**src/rtl/clk_sel_ctrl.sv**
```systemverilog
// Clock-select controller for a glitch-free BUFGMUX: activity monitor, debounced select, auto failover.
// Define CLK_SEL_STATUS_EN to add the switch_cnt / fail_p status outputs.
module clk_sel_ctrl #(
    parameter int WIN_LEN   = 1024,
    parameter int MIN_TOG   = 4,
    parameter int HOLD_CYC  = 64,
    parameter bit PRESELECT = 1'b0
) (
    input  logic       clk,
    input  logic       rst_n,
    input  logic       clk0_tog,
    input  logic       clk1_tog,
    input  logic       req_sel,
    input  logic       auto_en,
    output logic       sel,
    output logic [1:0] alive,
    output logic       busy,
`ifdef CLK_SEL_STATUS_EN
    output logic [7:0] switch_cnt,
    output logic [0:0] fail_p,
`endif
    output logic [1:0] o_dbg_state
);

    localparam int WW = $clog2(WIN_LEN);
    localparam int CW = $clog2(MIN_TOG + 1);
    localparam int HW = $clog2(HOLD_CYC);
    localparam logic [WW-1:0] WIN_LAST  = WW'(WIN_LEN - 1);
    localparam logic [CW-1:0] TOG_SAT   = CW'(MIN_TOG);
    localparam logic [HW-1:0] HOLD_LAST = HW'(HOLD_CYC - 1);

    typedef enum logic [1:0] {
        S_RUN    = 2'd0,
        S_ARM    = 2'd1,
        S_SETTLE = 2'd2
    } state_t;

    // [0],[1] synchronize the toggle; [2] is the edge-detect history
    logic [2:0]    r_sync0;
    logic [2:0]    r_sync1;
    logic [WW-1:0] r_win;
    logic [CW-1:0] r_cnt0;
    logic [CW-1:0] r_cnt1;
    logic [1:0]    r_alive;
    state_t        r_state;
    logic [HW-1:0] r_hold;
    logic          r_sel;
    logic          r_busy;

    logic w_edge0;
    logic w_edge1;
    logic w_wrap;
    logic w_other;
    logic w_desired;
    logic w_switch;

    assign w_edge0 = r_sync0[1] ^ r_sync0[2];
    assign w_edge1 = r_sync1[1] ^ r_sync1[2];
    assign w_wrap  = (r_win == WIN_LAST);
    assign w_other = ~req_sel;

    always_ff @(posedge clk) begin
        if (!rst_n) begin
            r_sync0 <= '0;
            r_sync1 <= '0;
        end else begin
            r_sync0 <= {r_sync0[1:0], clk0_tog};
            r_sync1 <= {r_sync1[1:0], clk1_tog};
        end
    end

    // An edge landing on the wrap cycle belongs to the new window
    always_ff @(posedge clk) begin
        if (!rst_n) begin
            r_win   <= '0;
            r_cnt0  <= '0;
            r_cnt1  <= '0;
            r_alive <= 2'b00;
        end else if (w_wrap) begin
            r_win   <= '0;
            r_alive <= {(r_cnt1 == TOG_SAT), (r_cnt0 == TOG_SAT)};
            r_cnt0  <= CW'(w_edge0);
            r_cnt1  <= CW'(w_edge1);
        end else begin
            r_win <= r_win + 1'b1;
            if (w_edge0 && (r_cnt0 != TOG_SAT)) r_cnt0 <= r_cnt0 + 1'b1;
            if (w_edge1 && (r_cnt1 != TOG_SAT)) r_cnt1 <= r_cnt1 + 1'b1;
        end
    end

    always_comb begin
        w_desired = req_sel;
        if (auto_en) begin
            if (r_alive[req_sel])      w_desired = req_sel;
            else if (r_alive[w_other]) w_desired = w_other;
            else                       w_desired = r_sel;
        end
    end

    assign w_switch = (r_state == S_ARM) && (w_desired != r_sel) && (r_hold == HOLD_LAST);

    always_ff @(posedge clk) begin
        if (!rst_n) begin
            r_state <= S_RUN;
            r_hold  <= '0;
            r_sel   <= PRESELECT;
            r_busy  <= 1'b0;
        end else begin
            case (r_state)
                S_RUN: begin
                    if (w_desired != r_sel) begin
                        r_state <= S_ARM;
                        r_hold  <= '0;
                        r_busy  <= 1'b1;
                    end
                end
                S_ARM: begin
                    if (w_desired == r_sel) begin
                        r_state <= S_RUN;
                        r_busy  <= 1'b0;
                    end else if (w_switch) begin
                        r_sel   <= ~r_sel;
                        r_state <= S_SETTLE;
                        r_hold  <= '0;
                    end else begin
                        r_hold <= r_hold + 1'b1;
                    end
                end
                S_SETTLE: begin
                    if (r_hold == HOLD_LAST) begin
                        r_state <= S_RUN;
                        r_busy  <= 1'b0;
                    end else begin
                        r_hold <= r_hold + 1'b1;
                    end
                end
                default: begin
                    r_state <= S_RUN;
                    r_busy  <= 1'b0;
                end
            endcase
        end
    end

`ifdef CLK_SEL_STATUS_EN
    logic [7:0] r_switch_cnt;
    logic       r_fail_p;

    // A failover switch is one that lands on the source the user did not request
    always_ff @(posedge clk) begin
        if (!rst_n) begin
            r_switch_cnt <= '0;
            r_fail_p     <= 1'b0;
        end else begin
            r_fail_p <= w_switch && auto_en && (w_desired != req_sel);
            if (w_switch && (r_switch_cnt != 8'hFF)) r_switch_cnt <= r_switch_cnt + 1'b1;
        end
    end

    assign switch_cnt = r_switch_cnt;
    assign fail_p     = r_fail_p;
`endif

    assign sel         = r_sel;
    assign alive       = r_alive;
    assign busy        = r_busy;
    assign o_dbg_state = r_state;

endmodule

```
**config.mk**
```make
export PLATFORM = sky130hd
export DESIGN_NAME = clk_sel_ctrl
export DESIGN_NICKNAME = d
export VERILOG_FILES = /design/src/rtl/clk_sel_ctrl.sv
export SDC_FILE = /design/constraint.sdc
export NUM_CORES = 1
export LEC_CHECK = 0
export CORE_ASPECT_RATIO = 1.1
export CORE_UTILIZATION = 50
export CTS_CLUSTER_DIAMETER = 100
export DETAILED_ROUTE_END_ITERATION = 8
export PLACE_DENSITY = 0.76
export SYNTH_ARGS = -nofsm -noshare
export SYNTH_HDL_FRONTEND = slang
export SYNTH_SLANG_ARGS = --single-unit
```
**constraint.sdc**
```tcl
create_clock -name clk -period 2.2 [get_ports clk]
set_input_delay 0.22 -clock clk [delete_from_list [all_inputs] [get_ports clk]]
set_output_delay 0.22 -clock clk [all_outputs]
set_load 0.01 [all_outputs]
```
Yosys cells after proc, flatten, opt, wreduce, memory -nomap -nowiden. Cells that the tools add are included.

Register bits: 34. Bits of input ports: 6. Logic and storage cells: 78. Output and inout port bits: 6.

Bitwise operators: 6. Add/subtract/negate cells: 4. Reductions and logical operators: 13. Magnitude comparators: 2. Mux-type cells: 25. Equal/unequal tests: 16.

Operator list (number): $mux W6 (4); $pmux W6 S3 (1); $mux W1 (14); $add A10 B1 Y10 const B (1); $eq A10 B10 Y1 const B (1); $reduce_and A3 Y1 (3); $mux W2 (4); $ne A2 B2 Y1 const B (4); $add A3 B1 Y3 const B (2); $add A6 B1 Y6 const B (1); $eq A3 B3 Y1 const B (2); $eq A6 B6 Y1 const B (1); $ne A3 B3 Y1 const B (2); $pmux W2 S3 (1); $logic_and A1 B1 Y1 (4); $lt A1 B2 Y1 const B (2); $not A1 Y1 (4); $reduce_and A4 Y1 (1); $reduce_bool A2 Y1 (2); $ne A3 B2 Y1 const B (1); $pmux W1 S3 (1); $reduce_bool A3 Y1 (1); $eq A2 B1 Y1 const B (1); $eq A2 B2 Y1 const B (1); 6 further kinds (7).

Depth between registers and ports, before layout. Gate-level depths: netlist of run 1.

Depth after elaboration: 12. Depth in mapped cells: 8.

Least setup slack after synthesis of run 1. Ideal clock, no wire load.

Path type: flip-flop to flip-flop. Start: register r_state[0], in the netlist o_dbg_state[0]. End: register r_hold[0]. Path buffers: 2. Arrival time: 1885 ps. Stages on the path, launching flop included: 9. Slack: 244 ps. Data required time: 2130 ps. Period minus slack after synthesis: 1956 ps. Path through: dfxtp_1 inv_1 ha_1 clkbuf_1 a41oi_2 o31ai_2 buf_6 or4b_1 a21oi_1.

Cells in the longest elaborated chain, start to end: 6.

RTL lines: from (decl) (RTL line 45) `state_t r_state;`; from (signal assigned) (RTL line 104) `r_state <= S_RUN;`; from (signal assigned) (RTL line 112) `r_state <= S_ARM;`; from (signal assigned) (RTL line 119) `r_state <= S_RUN;`; $eq A2 B1 Y1 (RTL line 100, 109); $logic_and A1 B1 Y1 (2 in a row) (RTL line 100) `assign w_switch = (r_state == S_ARM) && (w_desired != r_sel) && (r_hold == HOLD_LAST);`; $mux W6 (RTL line 121) `end else if (w_switch) begin`; $mux W6 (RTL line 118) `if (w_desired == r_sel) begin`; $pmux W6 S3 (RTL line 109) `case (r_state)`; to (signal assigned) (RTL line 126) `r_hold <= r_hold + 1'b1;`; to (signal assigned) (RTL line 134) `r_hold <= r_hold + 1'b1;`; to (decl) (RTL line 46) `logic [HW-1:0] r_hold;`.

Parallel ways exist; a longest one is shown, timed or not. The select of a mux whose other input is x is not followed. A chain may end at the register's enable or synchronous reset.

Final worst setup path of run 1.
Start: register r_state[0], in the netlist o_dbg_state[0]. End: register r_hold[2].

The elaborated chain is that of the path after synthesis.

==> reports/qor.yml, run 1 <==
r2r_end: "r_hold[2]"
drt_iter0_drc: 90
synth-compound-area-share: 0.180
syn_to_final_growth_pct: 13.6
critPathMaxFanout: 11
netlist_area_um2: 1650
worst_setup_path_start_kind: "flip-flop"
die_y_um: 62.3
synth_xor_area_frac: 0.0636
fp.coreArea_um2: 3100
ys_seq_elements: 34
synth_edf_count: 0
critPathCaptureType: "flip-flop"
met1_usage: 0.227
required_ps: 2450
routed_wl_um: 3240
overflow: 0
ys.flop_type: "dfxtp_1"
synth.mux.area_fraction: 0
worstPathArrival_ps: 2260
clock_latency_ps: 340
grt_pass1_wl_um: 5760
final_max_slew_viol_count: 0
diodes: 0
status: "finished with violations"
h-tree-depth: 2
busiest_layer: "met2"
grt_max_degree: 16
async_flop_share: 0
max_cap_violations: 0
pre_cts_ws_ps: 68.7
routedWlPerCell_um: 13.6
synthTopCellsByCount: "34 x dfxtp_1, 23 x nand2_1, 18 x a21oi_1, 16 x nor2_1, 11 x nand3_1"
yosysSeqAreaShare: 0.412
syn_inst: 189
rsz0062_at_grt: "no"
relSlewSlack: 0.550
root_buffer: "clkbuf_4"
finalSetupViolCount: 0
ir_drop_mv: 0.504
r2r_start: "o_dbg_state[0]"
post_cts_resized: 0
hold_violations: 0
antenna_found_initial: 0
powerDensity_nw_per_um2: 676
reg2reg_slack_ps: 190
postSynthAreaPerCell_um2: 8.74
yosys.area_share.adder: 0.0758
drive_gt1_frac: 0.0784
worst_slew_pin_slew_ps: 670
violations: "DRC"
clock.fmax_mhz: 497
cts_sinks: 34
use_met2: 0.371
fin_skew_ps: 17.6
period_minus_slack_ps: 2010
synth_cell_types: 39
viasPerCell: 5.70
r2r_cells: 6
hp-start: "r_sync1[0]"
nFillCells: 265
path_class: "reg2reg"
fin_tns_setup_ps: 0
ctsHoldBuffers: 0
hpwl_um: 2340
yosysWarnings: 0
cts_made_buffers: 5
holdPathEnd: "r_sync1[1]"
grtUsageMet3: 0.0583
yosys.area_share.simple: 0.227
io_buffer_count: 11
die_w_um: 56.8
rows: 21
track_usage: 0.203
yosysTopAreaCellShare: 0.412
antenna_left: 0
power.leakage_nw: 0.698
nNetsFinal: 220
fin_crit_sh: 0.914
place_congestion: 0.795
fp.dieArea_um2: 3540
synth_top_cell_by_area: "dfxtp_1"
synth_top_family_by_area: "simple AND/OR/NAND/NOR gates"
min-delay-path-class: "reg2reg"
yosysMostFrequentCell: "dfxtp_1"
drt-pass1-iter-count: 8
vias: 1356
synth_area_leaders: "dfxtp_1 41%, ha_1 7.6%, a21oi_1 5.5%"
first_global_vias: 1404
path_clk_slew_ps: 110
whs_path_depth: 1
cts_tree: "done"
finalWorstSetupSlack_ps: 190
drc: 6
pin_count: 12
start_util: 0.533
postCtsSetupRepairBufs: 0
cts_buffer_depth: 2
synth_nets: 205
## cell families after synthesis
family | after synthesis
AND/OR/NAND/NOR | 74
AO/OA/AOI/OAI | 43
flip-flops | 34
buffers and inverters | 16
XOR/XNOR | 12
adder cells (fa/ha/maj) | 10
## state kept, by name, summed over array words and instances, names as in the netlist
signal,flops
r_win,10
alive,2
busy,1
o_dbg_state,2
r_sync1,3
r_hold,6
r_cnt0,3
r_cnt1,3
sel,1
r_sync0,3
## layout make-up
| type | instances | area [µm²] | share of cell area |
|---|---|---|---|
| clock buffers | 6 | 51.3 | 0.0273 |
| clock inverters | 1 | 30.0 | 0.0160 |
| inverters | 10 | 37.5 | 0.0200 |
| multi-input cells | 139 | 902 | 0.481 |
| flip-flops and latches | 34 | 681 | 0.363 |
| well taps | 34 | 42.5 | 0.0227 |
| repair buffers | 14 | 133 | 0.0707 |
## per-layer routing
layer / routed length (µm) / share of wire / up-vias
met5: 0 / 0 / -
met1: 1470 / 0.45 / 646
li1: - / - / 679
met4: 24 / 0.0074 / 0
met3: 133 / 0.041 / 4
met2: 1610 / 0.50 / 27
## cell usage in the layout (no fill, tap or decap), types with 2 or more instances in the layout
cell and count:
dfxtp_1 34, nand2_1 23, a21oi_1 18, nor2_1 16, nand3_1 11, clkdlybuf4s50_1 11
inv_1 10, ha_1 10, xnor2_1 7, and2_1 6, xor2_1 5, clkbuf_4 5
and3_1 4, o21ai_0 4, o22ai_1 4, a21o_1 3, buf_4 3, nor3_1 2
or3_1 2, or4_1 2, o211ai_1 2, nand4b_1 2, a2bb2oi_1 2
## how the worst max path moves through the flow
stage                               from        end  slack [ps]
final                     o_dbg_state[0]  r_hold[2]         190
after detailed placement         auto_en  r_hold[3]          70
after global placement           auto_en  r_hold[4]         130
after CTS                 o_dbg_state[0]  r_hold[4]         210
after floorplan           o_dbg_state[0]  r_hold[0]         240
after global routing      o_dbg_state[0]  r_hold[2]          20
## worst max-delay path: stages (launching register included)
cell,delay [ps]
dfxtp_1,430
inv_1,100
ha_1,310
a41oi_2,230
o31ai_2,190
or4_1,500
a21oi_1,160
## report_power, final
| part | switching, mW | internal (mW) | leakage [nW] |
|---|---|---|---|
| Combinational | 0.0794 | 0.0630 | 0.377 |
| Clock | 0.212 | 0.265 | 0.0443 |
| Sequential | 0.0154 | 0.634 | 0.276 |
## stage by stage
stage,power [mW],cells,instance area [µm²],hold WS (ps),util
6_report,1.27,238,1880,432,0.605
3_3_place_gp,0.794,231,1800,427,0.579
3_5_place_dp,0.804,231,1800,433,0.579
5_1_grt,1.32,238,1880,450,0.605
2_1_floorplan,0.763,189,1650,347,-
4_1_cts,1.27,238,1880,444,0.605
(Power assumes the default switching activity.)
==> inputs of run 2 (changes only) <==
--- a/config.mk
+++ b/config.mk
@@ -5,8 +5,8 @@
 export SDC_FILE = /design/constraint.sdc
 export NUM_CORES = 1
 export LEC_CHECK = 0
-export CORE_ASPECT_RATIO = 1.1
 export CORE_UTILIZATION = 50
+export CTS_BUF_LIST = sky130_fd_sc_hd__clkbuf_2
 export CTS_CLUSTER_DIAMETER = 100
 export DETAILED_ROUTE_END_ITERATION = 8
 export PLACE_DENSITY = 0.76
==> reports/qor.yml, run 2 (synthesis results as in run 1) <==
status: "finished clean"  # was finished with violations
layout.cells.non_filler: 249  # was 238
crit_slowest_cell: "or4_1"  # unchanged
nFillCells: 298  # was 265
hold_violations: 0  # unchanged
critPathCaptureType: "flip-flop"  # unchanged
powerDensity_nw_per_um2: 628  # was 676 nW/µm²
track_usage: 0.203  # about the same
rsz0062_at_grt: "no"  # unchanged
r2r_start: "o_dbg_state[0]"  # unchanged
finalSetupViolCount: 0  # unchanged
fin_crit_sh: 0.929  # was 0.914
clock.fmax_mhz: 490  # was 497 MHz
cpPeakStageDelay_ps: 540  # was 500 ps
fin_tns_setup_ps: 0  # unchanged
min-delay-path-class: "in2reg"  # was reg2reg
path_depth: 6  # unchanged
cp_cell_sequence: "inv_1, ha_1, a41oi_2, o31ai_2, or4_1, o22ai_1"  # was inv_1, ha_1, a41oi_2, o31ai_2, or4_1, a21oi_1
reg_top3: "r_win: 10 flops, r_hold: 6 flops"  # unchanged
io_buffer_count: 11  # unchanged
ir_drop_mv: 0.327  # was 0.504 mV
cts_sinks: 34  # unchanged
hpwl_um: 2220  # was 2340 µm
die_w_um: 59.5  # was 56.8 µm
postCtsSetupRepairBufs: 0  # unchanged
p_sw_uw: 295  # was 306 µW
viasPerCell: 5.49  # was 5.70
period_minus_slack_ps: 2040  # was 2010 ps
drt-pass1-iter-count: 4  # was 8
regArea_um2: 681  # unchanged
layout_common_cells: "34 x dfxtp_1, 23 x nand2_1, 18 x a21oi_1, 16 x nor2_1"  # unchanged
pin_count: 12  # unchanged
reg2reg_slack_ps: 160  # was 190 ps
routedWlPerCell_um: 12.5  # was 13.6 µm
critPathTopFamily: "compound AO/OA/AOI/OAI gates"  # unchanged
pwr-share-seq: 0.553  # was 0.512
first_global_vias: 1246  # was 1404
fin_skew_ps: 20.9  # was 17.6 ps
drive_gt1_frac: 0.0780  # was 0.0784
vias: 1367  # was 1356
relSlewSlack: 0.590  # was 0.550
syn_to_final_growth_pct: 13.5  # was 13.6%
r2r_cells: 6  # unchanged
root_buffer: "clkbuf_2"  # was clkbuf_4
worst_setup_path_start_kind: "flip-flop"  # unchanged
ctsHoldBuffers: 0  # unchanged
grt_max_degree: 14  # was 16
multi_input_area_um2: 902  # unchanged
crit_start: "o_dbg_state[0]"  # unchanged
netSwitchingFraction: 0.250  # was 0.242
drt_iter0_drc: 54  # was 90
grt_pass1_wl_um: 5320  # was 5760 µm
cts_tree: "done"  # unchanged
overflow: 0  # unchanged
start_util: 0.532  # was 0.533
post_cts_resized: 0  # unchanged
power.leakage_nw: 0.695  # was 0.698 nW
place_congestion: 0.833  # was 0.795
dp_cells: 242  # was 231
routed_wl_um: 3100  # was 3240 µm
h-tree-depth: 2  # unchanged
cts_buffer_depth: 2  # unchanged
nNetsFinal: 221  # was 220
clock_latency_ps: 360  # was 340 ps
intPower_uw: 883  # was 962 µW
crit_path_end: "r_hold[4]"  # was r_hold[2]
drc: 0  # was 6
critPathMaxFanout: 11  # unchanged
fp.dieArea_um2: 3540  # about the same
crit_buf_inv: 1  # unchanged
largest_reg_flops: 10  # unchanged
max_cap_violations: 0  # unchanged
diodes: 0  # unchanged
cts_made_buffers: 5  # unchanged
rows: 20  # was 21
top_register: "r_win"  # unchanged
path_clk_slew_ps: 170  # was 110 ps
fp.coreArea_um2: 3100  # about the same
final_common_cell: "dfxtp_1"  # unchanged
worst_slew_pin_slew_ps: 611  # was 670 ps
r2r_end: "r_hold[4]"  # was r_hold[2]
antenna_found_initial: 0  # unchanged
final_max_slew_viol_count: 0  # unchanged
path_class: "reg2reg"  # unchanged
antenna_left: 0  # unchanged
clkPwrFrac: 0.325  # was 0.376
required_ps: 2480  # was 2450 ps
worstPathArrival_ps: 2330  # was 2260 ps
die_y_um: 59.5  # was 62.3 µm
pwr-share-comb: 0.122  # was 0.112
## run 2: cell count changes in the layout (fill, tap and decap cells not counted), sizes merged
cell and delta:
buf +1, clkbuf -1, clkinv +1
## run 2: area by class of cell
type	instances	share of cell area
clock buffer	5	0.0134
clock inverter	2	0.0180
multi-input combinational	139	0.481
sequential	34	0.363
tap	44	0.0294
timing repair buffer	15	0.0748
inverter	10	0.0200
## run 2: power groups by stage
stage | sequential [mW] | combinational, mW | clock, mW
4_1_cts | 0.651 | 0.143 | 0.393
2_1_floorplan | 0.663 | 0.100 | 0
3_3_place_gp | 0.662 | 0.135 | 0
5_1_grt | 0.654 | 0.161 | 0.427
6_report | 0.651 | 0.144 | 0.383
3_5_place_dp | 0.664 | 0.142 | 0
## run 2: layer usage
metal / vias up / wire (µm) / global-route usage
li1: 686 / - / -
met1: 653 / 1500 / 0.260
met2: 21 / 1480 / 0.324
met3: 7 / 77 / 0.0459
met4: 0 / 48 / 0.0918
met5: - / 0 / 0
## run 2: worst min path at each step
stage	from	end	slack [ps]	depth (start not counted)
after floorplan	clk0_tog	r_sync0[0]	350	1
after global placement	r_sync1[0]	r_sync1[1]	420	1
after CTS	clk0_tog	r_sync0[0]	400	2
after detailed placement	r_sync0[0]	r_sync0[1]	420	1
final	clk0_tog	r_sync0[0]	420	2
after global routing	clk0_tog	r_sync0[0]	400	2
## run 2: per-stage QoR
stage | utilization | cell area (µm²) | hold slack, ps | worst slack [ps] | total power, mW
2_1_floorplan | - | 1650 | 347 | 244 | 0.763
3_3_place_gp | 0.585 | 1820 | 416 | 116 | 0.797
3_5_place_dp | 0.585 | 1820 | 421 | 67.3 | 0.806
4_1_cts | 0.604 | 1870 | 402 | 172 | 1.19
5_1_grt | 0.604 | 1870 | 396 | 46.5 | 1.24
6_report | 0.604 | 1870 | 418 | 157 | 1.18
==> inputs of run 3 (changes only) <==
--- a/config.mk
+++ b/config.mk
@@ -8,7 +8,9 @@
 export CORE_UTILIZATION = 50
 export CTS_BUF_LIST = sky130_fd_sc_hd__clkbuf_2
 export CTS_CLUSTER_DIAMETER = 100
+export CTS_CLUSTER_SIZE = 40
 export DETAILED_ROUTE_END_ITERATION = 8
+export HOLD_SLACK_MARGIN = 0.05
 export PLACE_DENSITY = 0.76
 export SYNTH_ARGS = -nofsm -noshare
 export SYNTH_HDL_FRONTEND = slang
==> results of run 3 <==
No change in the layout: final DEF, timing and power equal those of run 2.
